$ cat config.mk
export PLATFORM = sky130hd
export DESIGN_NAME = namuru_frontend
export DESIGN_NICKNAME = d
export VERILOG_FILES = /design/src/rtl/namuru_frontend.sv
export SDC_FILE = /design/constraint.sdc
export NUM_CORES = 1
export LEC_CHECK = 0
export CAP_MARGIN = 40
export CORE_MARGIN = 5
export CORE_UTILIZATION = 52
export DETAILED_ROUTE_END_ITERATION = 8
export PLACE_DENSITY_LB_ADDON = 0.12
export SETUP_SLACK_MARGIN = 0.2
export SLEW_MARGIN = 20
export SYNTH_ARGS = -nofsm -noshare
export SYNTH_HDL_FRONTEND = slang
export SYNTH_SLANG_ARGS = --single-unit
$ cat constraint.sdc
create_clock -name sys_clk -period 13.32 [get_ports sys_clk]
set_input_delay 2.664 -clock sys_clk [delete_from_list [all_inputs] [get_ports sys_clk]]
set_output_delay 2.664 -clock sys_clk [all_outputs]
set_load 0.02 [all_outputs]
$ cat src/rtl/namuru_frontend.sv
// Front-end sample conditioner: synchronizes the 2-bit RF sign/magnitude pins, registers one
// sample per strobe, and gathers windowed magnitude/sign statistics with AGC threshold flags.
// Optional build macro NAMURU_FE_TESTGEN_EN adds a test_en port and an LFSR test-pattern source.
module namuru_frontend #(
  parameter int WIN_W       = 16,
  parameter int SYNC_STAGES = 2
) (
  input  logic             sys_clk,
  input  logic             sys_rst,
  input  logic             gps_rec_sign,
  input  logic             gps_rec_mag,
  input  logic             sample_en,
`ifdef NAMURU_FE_TESTGEN_EN
  input  logic             test_en,
`endif
  input  logic [WIN_W-1:0] cfg_window,
  input  logic [WIN_W-1:0] cfg_agc_hi,
  input  logic [WIN_W-1:0] cfg_agc_lo,
  output logic             sample_sign,
  output logic             sample_mag,
  output logic             sample_valid,
  output logic [WIN_W-1:0] mag_count,
  output logic [WIN_W-1:0] sign_count,
  output logic             stats_ready,
  output logic             agc_high,
  output logic             agc_low
);

  localparam logic [WIN_W-1:0] ONE_W = {{(WIN_W-1){1'b0}}, 1'b1};

  logic [SYNC_STAGES-1:0] sign_sync;
  logic [SYNC_STAGES-1:0] mag_sync;
  logic                   sel_sign;
  logic                   sel_mag;

  logic [WIN_W-1:0] win_cnt;
  logic [WIN_W-1:0] win_len;
  logic [WIN_W-1:0] mag_acc;
  logic [WIN_W-1:0] sign_acc;
  logic [WIN_W-1:0] cur_len;
  logic [WIN_W-1:0] mag_next;
  logic [WIN_W-1:0] sign_next;
  logic             win_active;
  logic             win_end;

  always_ff @(posedge sys_clk) begin
    if (sys_rst) begin
      sign_sync <= '0;
      mag_sync  <= '0;
    end else begin
      sign_sync <= {sign_sync[SYNC_STAGES-2:0], gps_rec_sign};
      mag_sync  <= {mag_sync[SYNC_STAGES-2:0], gps_rec_mag};
    end
  end

`ifdef NAMURU_FE_TESTGEN_EN
  logic [14:0] lfsr;
  logic        test_en_q;
  logic        test_sel;

  // The registered test_en takes its new value at the strobe it governs.
  assign test_sel = sample_en ? test_en : test_en_q;

  always_ff @(posedge sys_clk) begin
    if (sys_rst) begin
      lfsr      <= 15'h0001;
      test_en_q <= 1'b0;
    end else if (sample_en) begin
      lfsr      <= {lfsr[13:0], lfsr[14] ^ lfsr[13]};
      test_en_q <= test_en;
    end
  end

  always_comb begin
    sel_sign = sign_sync[SYNC_STAGES-1];
    sel_mag  = mag_sync[SYNC_STAGES-1];
    if (test_sel) begin
      sel_sign = lfsr[0];
      sel_mag  = lfsr[1];
    end
  end
`else
  always_comb begin
    sel_sign = sign_sync[SYNC_STAGES-1];
    sel_mag  = mag_sync[SYNC_STAGES-1];
  end
`endif

  always_ff @(posedge sys_clk) begin
    if (sys_rst) begin
      sample_sign  <= 1'b0;
      sample_mag   <= 1'b0;
      sample_valid <= 1'b0;
    end else begin
      sample_valid <= sample_en;
      if (sample_en) begin
        sample_sign <= sel_sign;
        sample_mag  <= sel_mag;
      end
    end
  end

  // At a window start the shadow length is being loaded, so use cfg_window directly.
  always_comb begin
    cur_len    = (win_cnt == '0) ? cfg_window : win_len;
    win_active = sample_en && (cur_len != '0);
    win_end    = win_active && (win_cnt == cur_len - ONE_W);
    mag_next   = mag_acc + (sel_mag ? ONE_W : '0);
    sign_next  = sign_acc + (sel_sign ? ONE_W : '0);
  end

  always_ff @(posedge sys_clk) begin
    if (sys_rst) begin
      win_cnt     <= '0;
      win_len     <= '0;
      mag_acc     <= '0;
      sign_acc    <= '0;
      mag_count   <= '0;
      sign_count  <= '0;
      stats_ready <= 1'b0;
      agc_high    <= 1'b0;
      agc_low     <= 1'b0;
    end else begin
      stats_ready <= win_end;
      if (sample_en && (win_cnt == '0)) win_len <= cfg_window;
      if (win_end) begin
        mag_count  <= mag_next;
        sign_count <= sign_next;
        agc_high   <= mag_next > cfg_agc_hi;
        agc_low    <= mag_next < cfg_agc_lo;
        win_cnt    <= '0;
        mag_acc    <= '0;
        sign_acc   <= '0;
      end else if (win_active) begin
        win_cnt  <= win_cnt + ONE_W;
        mag_acc  <= mag_next;
        sign_acc <= sign_next;
      end
    end
  end

endmodule

# --- After elaboration in Yosys (flattened, before gate mapping) ---
# Cells that the tools add are included.
classes:
  addsub: 4
  mul: 0
  div: 0
  order_cmp: 2
  eq_ne: 1
  shifts: 0
  n_mux: 3
  bitwise_logic: 0
  n_reduce_logical: 6
ops:
  columns: ["cell", "count"]
  rows:
  - ["adder 16 x 1 -> 16 bit", 2]
  - ["adder 16 x 1 -> 16 bit (second input constant)", 1]
  - ["== test 16 bit", 1]
  - ["greater-than comparator 16 bit", 1]
  - ["zero test 16 bit", 1]
  - ["< comparator 16 bit", 1]
  - ["2-to-1 mux 16 bit", 1]
  - ["nonzero test 16 bit", 1]
  - ["subtractor 16 x 1 -> 16 bit (second input constant)", 1]
  - ["logical AND 1 bit", 3]
  - ["2-to-1 mux 1 bit", 2]
  - ["OR reduction 2 bit", 1]
word_totals:
  regBits: 106
  latchBits: 0
  ram_bits: 0
  mem_bits_ro: 0
  input_bits: 53
  wordCells: 30
  mem_count: 0

# --- Depth between registers and ports, before layout ---
logic_depth:
  ltp_word: 6
  mapped_depth: 19

# --- Least setup slack after synthesis ---
# Ideal clock, no wire load.
synth_path:
  path_type: "input -> register"
  startpoint: "input cfg_window[0]"
  endpoint: "register sign_count[10]"
  setup_ps: 123
  t_arrival_ps: 5499
  path_slack_ps: 7698
  path_stages: 11
  n_path_buf: 1
  path_cell_list: "mux2i_1 > ha_1 > nor3b_1 > nand4_1 > mux2_2 > a211o_1 > a211oi_1 > nand4_1 > nor4_4 > buf_6 > mux2_1"
synth_via:
  elab_chain_len: 4
  word_cells_on_any_way: 6
synth_lines:
  columns: ["element", "line", "text"]
  rows:
  - ["start, declared", "16", "input logic [WIN_W-1:0] cfg_window,"]
  - ["2-to-1 mux 16 bit *", "105", "cur_len = (win_cnt == '0) ? cfg_window : win_len;"]
  - ["subtractor 16 x 1 -> 16 bit / nonzero test 16 bit (equally long branches)", "107, 106", null]
  - ["== test 16 bit / logical AND 1 bit (equally long branches)", "107, 106", null]
  - ["logical AND 1 bit *", "107", "win_end = win_active && (win_cnt == cur_len - ONE_W);"]
  - ["end signal, assigned", "128", "sign_count <= sign_next;"]
  - ["end, declared", "23", "output logic [WIN_W-1:0] sign_count,"]
# Mark *: on every way between the ends. The rest lies on a longest branch, timed or not.
# A chain may end at the register's enable or synchronous reset.

# --- Worst setup path in the final report ---
layout_path:
  startpoint: "input cfg_window[0]"
  endpoint: "register sign_count[15]"
# The elaborated chain is that of the path after synthesis.

==> flow_summary.json <==
{
  "fin_area_um2": 8080,
  "grt_pass1_vias": 5728,
  "grt_max_degree": 49,
  "report.final.slew_viol_count": 0,
  "postCtsSetupRepairBufs": 0,
  "clock_latency_ps": 360,
  "slowest_delay_ps": 690,
  "crit_end": "sign_count[15]$_SDFFE_PP0P_",
  "synth_area_per_cell_um2": 8.00,
  "required_ps": 13570,
  "drtIter0Drc": 474,
  "postRouteAntennaNets": 0,
  "r2r-start": "win_cnt[0]$_SDFFE_PP0P_",
  "die_y_um": 124,
  "yosysSeqAreaShare_pct": 31.5,
  "synth_edf_count": 0,
  "synth_fa_ha_area_share_pct": 7.06,
  "die-area_um2": 15300,
  "synth_area_um2": 6740,
  "pre_cts_ws_ps": 6440,
  "crit_family": "simple AND/OR/NAND/NOR gates",
  "reg2reg_depth": 16,
  "met1_usage_pct": 29.8,
  "path_buf_inv": 2,
  "synth_top_family_by_area": "simple AND/OR/NAND/NOR gates",
  "crit_slowest_cell": "nor3b_1",
  "drive_above_1_share_pct": 4.81,
  "ys_seq_elements": 106,
  "synth_ff_type": "dfxtp_1",
  "p_per_area_nw_per_um2": 90.4,
  "cts_tree": "yes",
  "synth_cells": 842,
  "cp-end-kind": "flop",
  "synth_xor_area_share_pct": 12.1,
  "cts_hold_buf": 0,
  "met2_usage_pct": 37.3,
  "min_period_ps": 6590,
  "clk_path_buf_depth": 2,
  "place_area_um2": 7770,
  "rsz0062_at_grt": "false",
  "worst-setup-path-type": "in2reg",
  "rows": 41,
  "grt_pass1_wl_mm": 27.8,
  "port_buffers": 90,
  "overflow": 0,
  "synth-compound-area-share_pct": 8.58,
  "worstMarginPinSlew_ps": 801,
  "max-slew-margin-rel_pct": 46.4,
  "p_total_uw": 731,
  "crit_fanout": 23,
  "fin_crit_sh_pct": 49.5,
  "grt_use_met3_pct": 5.09,
  "io_pins": 91,
  "fmax_mhz": 152,
  "finalNonFillerCells": 1087,
  "ir_worst_vdd_uv": 86.7,
  "hold_path_class": "reg2reg",
  "violations": "design-rule violations",
  "drc": 1,
  "finalSetupViolCount": 0,
  "nNetsFinal": 1001,
  "timing.final.ws_setup_ps": 6730,
  "path_depth": 12,
  "crit_chain": "clkdlybuf4s50_1, mux2i_1, ha_1, nor3b_1, nand4_1, mux2_2, a211o_1, a211oi_1, nand4_1, nor4_4, buf_4, mux2_2",
  "antenna_cells": 0,
  "cts_root_buffer": "clkbuf_16",
  "leakage_nw": 3.33,
  "worstSetupStartpointType": "input port",
  "crit_path_start": "cfg_window[0]",
  "setup_tns_ps": 0,
  "fin_util_pct": 63.8,
  "cts_max_level": 3,
  "area_growth_pct": 19.9,
  "top_usage_layer": "met2",
  "fin_skew_ps": 12.2,
  "dieWidth_um": 124,
  "reg2reg_slack_ps": 7720,
  "synthArstFlopShare_pct": 0,
  "status": "finished with violations",
  "yosys.area_share.simple_pct": 26.8,
  "num_vias": 5932,
  "wl_per_cell_um": 15.6,
  "via_per_inst": 5.46,
  "place_inst": 1071,
  "maxCapViolations": 0,
  "grt_use_total_pct": 22.7,
  "timing.hold.ws_ps": 443,
  "muxShareOfSynthArea_pct": 8.89,
  "antenna_found_initial": 0,
  "clkTransAtPathRegs_ps": 70,
  "cp_data_arrival_time_ps": 6840,
  "core-area_um2": 12700,
  "ctsResizeCount": 0,
  "synthesis.nets": 933,
  "initial_utilization_pct": 53.2,
  "clock-sinks": 106,
  "dr.pass1.iters": 7,
  "hold_violations": 0,
  "r2r-end": "sign_count[15]$_SDFFE_PP0P_",
  "place_congestion": 1.00,
  "wl_mm": 16.9,
  "synth_cell_types": 61,
  "ys_warn_count": 0,
  "cts_made_buffers": 9,
  "dp.final_hpwl_mm": 13.2
}
==> Yosys cell counts (all sizes together) (6+ instances only) <==
cell type    n  area [µm²]
nor3        23         115
a21o        12        90.1
ha          38         475
nand2      132         495
xnor2       39         342
or4          6        48.8
mux2        15         169
nand4       23         144
mux2i       43         430
a21oi       30         150
buf         12        77.6
nand3       20         100
o21ai       10        50.1
dfxtp      106        2120
nor2b       26         163
nor4        10        92.6
and3        12        75.1
nor2       102         383
xor2        54         473
inv         41         154
clkbuf      29         109
==> power by group <==
part / leakage, nW / internal (mW) / switching, mW
combinational: 2.32 / 0.0535 / 0.0723
clock: 0.155 / 0.154 / 0.122
sequential: 0.858 / 0.322 / 0.00717
total: 3.33 / 0.529 / 0.202
==> cells in the final DEF, fill, tap and decap left out, types with 3 or more instances in the layout <==
cell             synthesis  final
a211oi_1                 5      5
a21o_1                  12     12
a21oi_1                 30     30
and2_1                   4      4
and3_1                  12     12
buf_4                    5      4
clkbuf_16                0      9
clkdlybuf4s50_1          0     89
dfxtp_1                106    106
ha_1                    38     38
inv_1                   41     41
mux2_1                   9      9
mux2_2                   6      6
mux2i_1                 43     43
nand2_1                132    132
nand2b_1                 3      3
nand3_1                 20     20
nand4_1                 23     23
nor2_1                 102    102
nor2b_1                 26     26
nor3_1                  23     23
nor4_1                   8      8
o21ai_0                 10      9
o32ai_1                  3      3
or3_1                    5      5
or4_1                    5      5
xnor2_1                 39     39
xor2_1                  54     54
==> area by class of cell <==
class	instances	area, µm²
multi-input cells	653	4290
well taps	172	215
repair buffers	98	990
flip-flops and latches	106	2120
fillers	1123	4590
clock buffers	10	239
clock inverters	6	72.6
inverters	42	158
==> cell families (layout without fill, tap and decap cells) <==
logic type,after synthesis,in the layout
fa+ha+maj,38,38
mux,58,58
flops,106,106
simple gates,379,379
buf+inv,83,156
compound gates,85,85
xor+xnor,93,93
==> how the worst min path moves through the flow <==
stage                            start                       to  slack [ps]  depth (start not counted)
5_1_grt         mag_sync[0]$_SDFF_PP0_   mag_sync[1]$_SDFF_PP0_         460                          1
3_3_place_gp   sign_sync[0]$_SDFF_PP0_  sign_sync[1]$_SDFF_PP0_         420                          1
2_1_floorplan   mag_sync[0]$_SDFF_PP0_   mag_sync[1]$_SDFF_PP0_         410                          1
4_1_cts         mag_sync[0]$_SDFF_PP0_   mag_sync[1]$_SDFF_PP0_         440                          1
3_5_place_dp    mag_sync[0]$_SDFF_PP0_   mag_sync[1]$_SDFF_PP0_         430                          1
6_report        mag_sync[0]$_SDFF_PP0_   mag_sync[1]$_SDFF_PP0_         440                          1
==> state kept, by name, summed over array words and instances (netlist names), 2 cells and up <==
name,cells
mag_acc,16
mag_count,16
mag_sync,2
sign_acc,16
sign_count,16
sign_sync,2
win_cnt,16
win_len,16
==> per-layer routing <==
layer | share of wire (%) | vias to the layer above
met1 | 45 | 2762
met2 | 48 | 152
met5 | 0 | -
met4 | 2.2 | 0
li1 | - | 2988
met3 | 5.0 | 30
No activity file was read; power rests on OpenSTA's default activity.
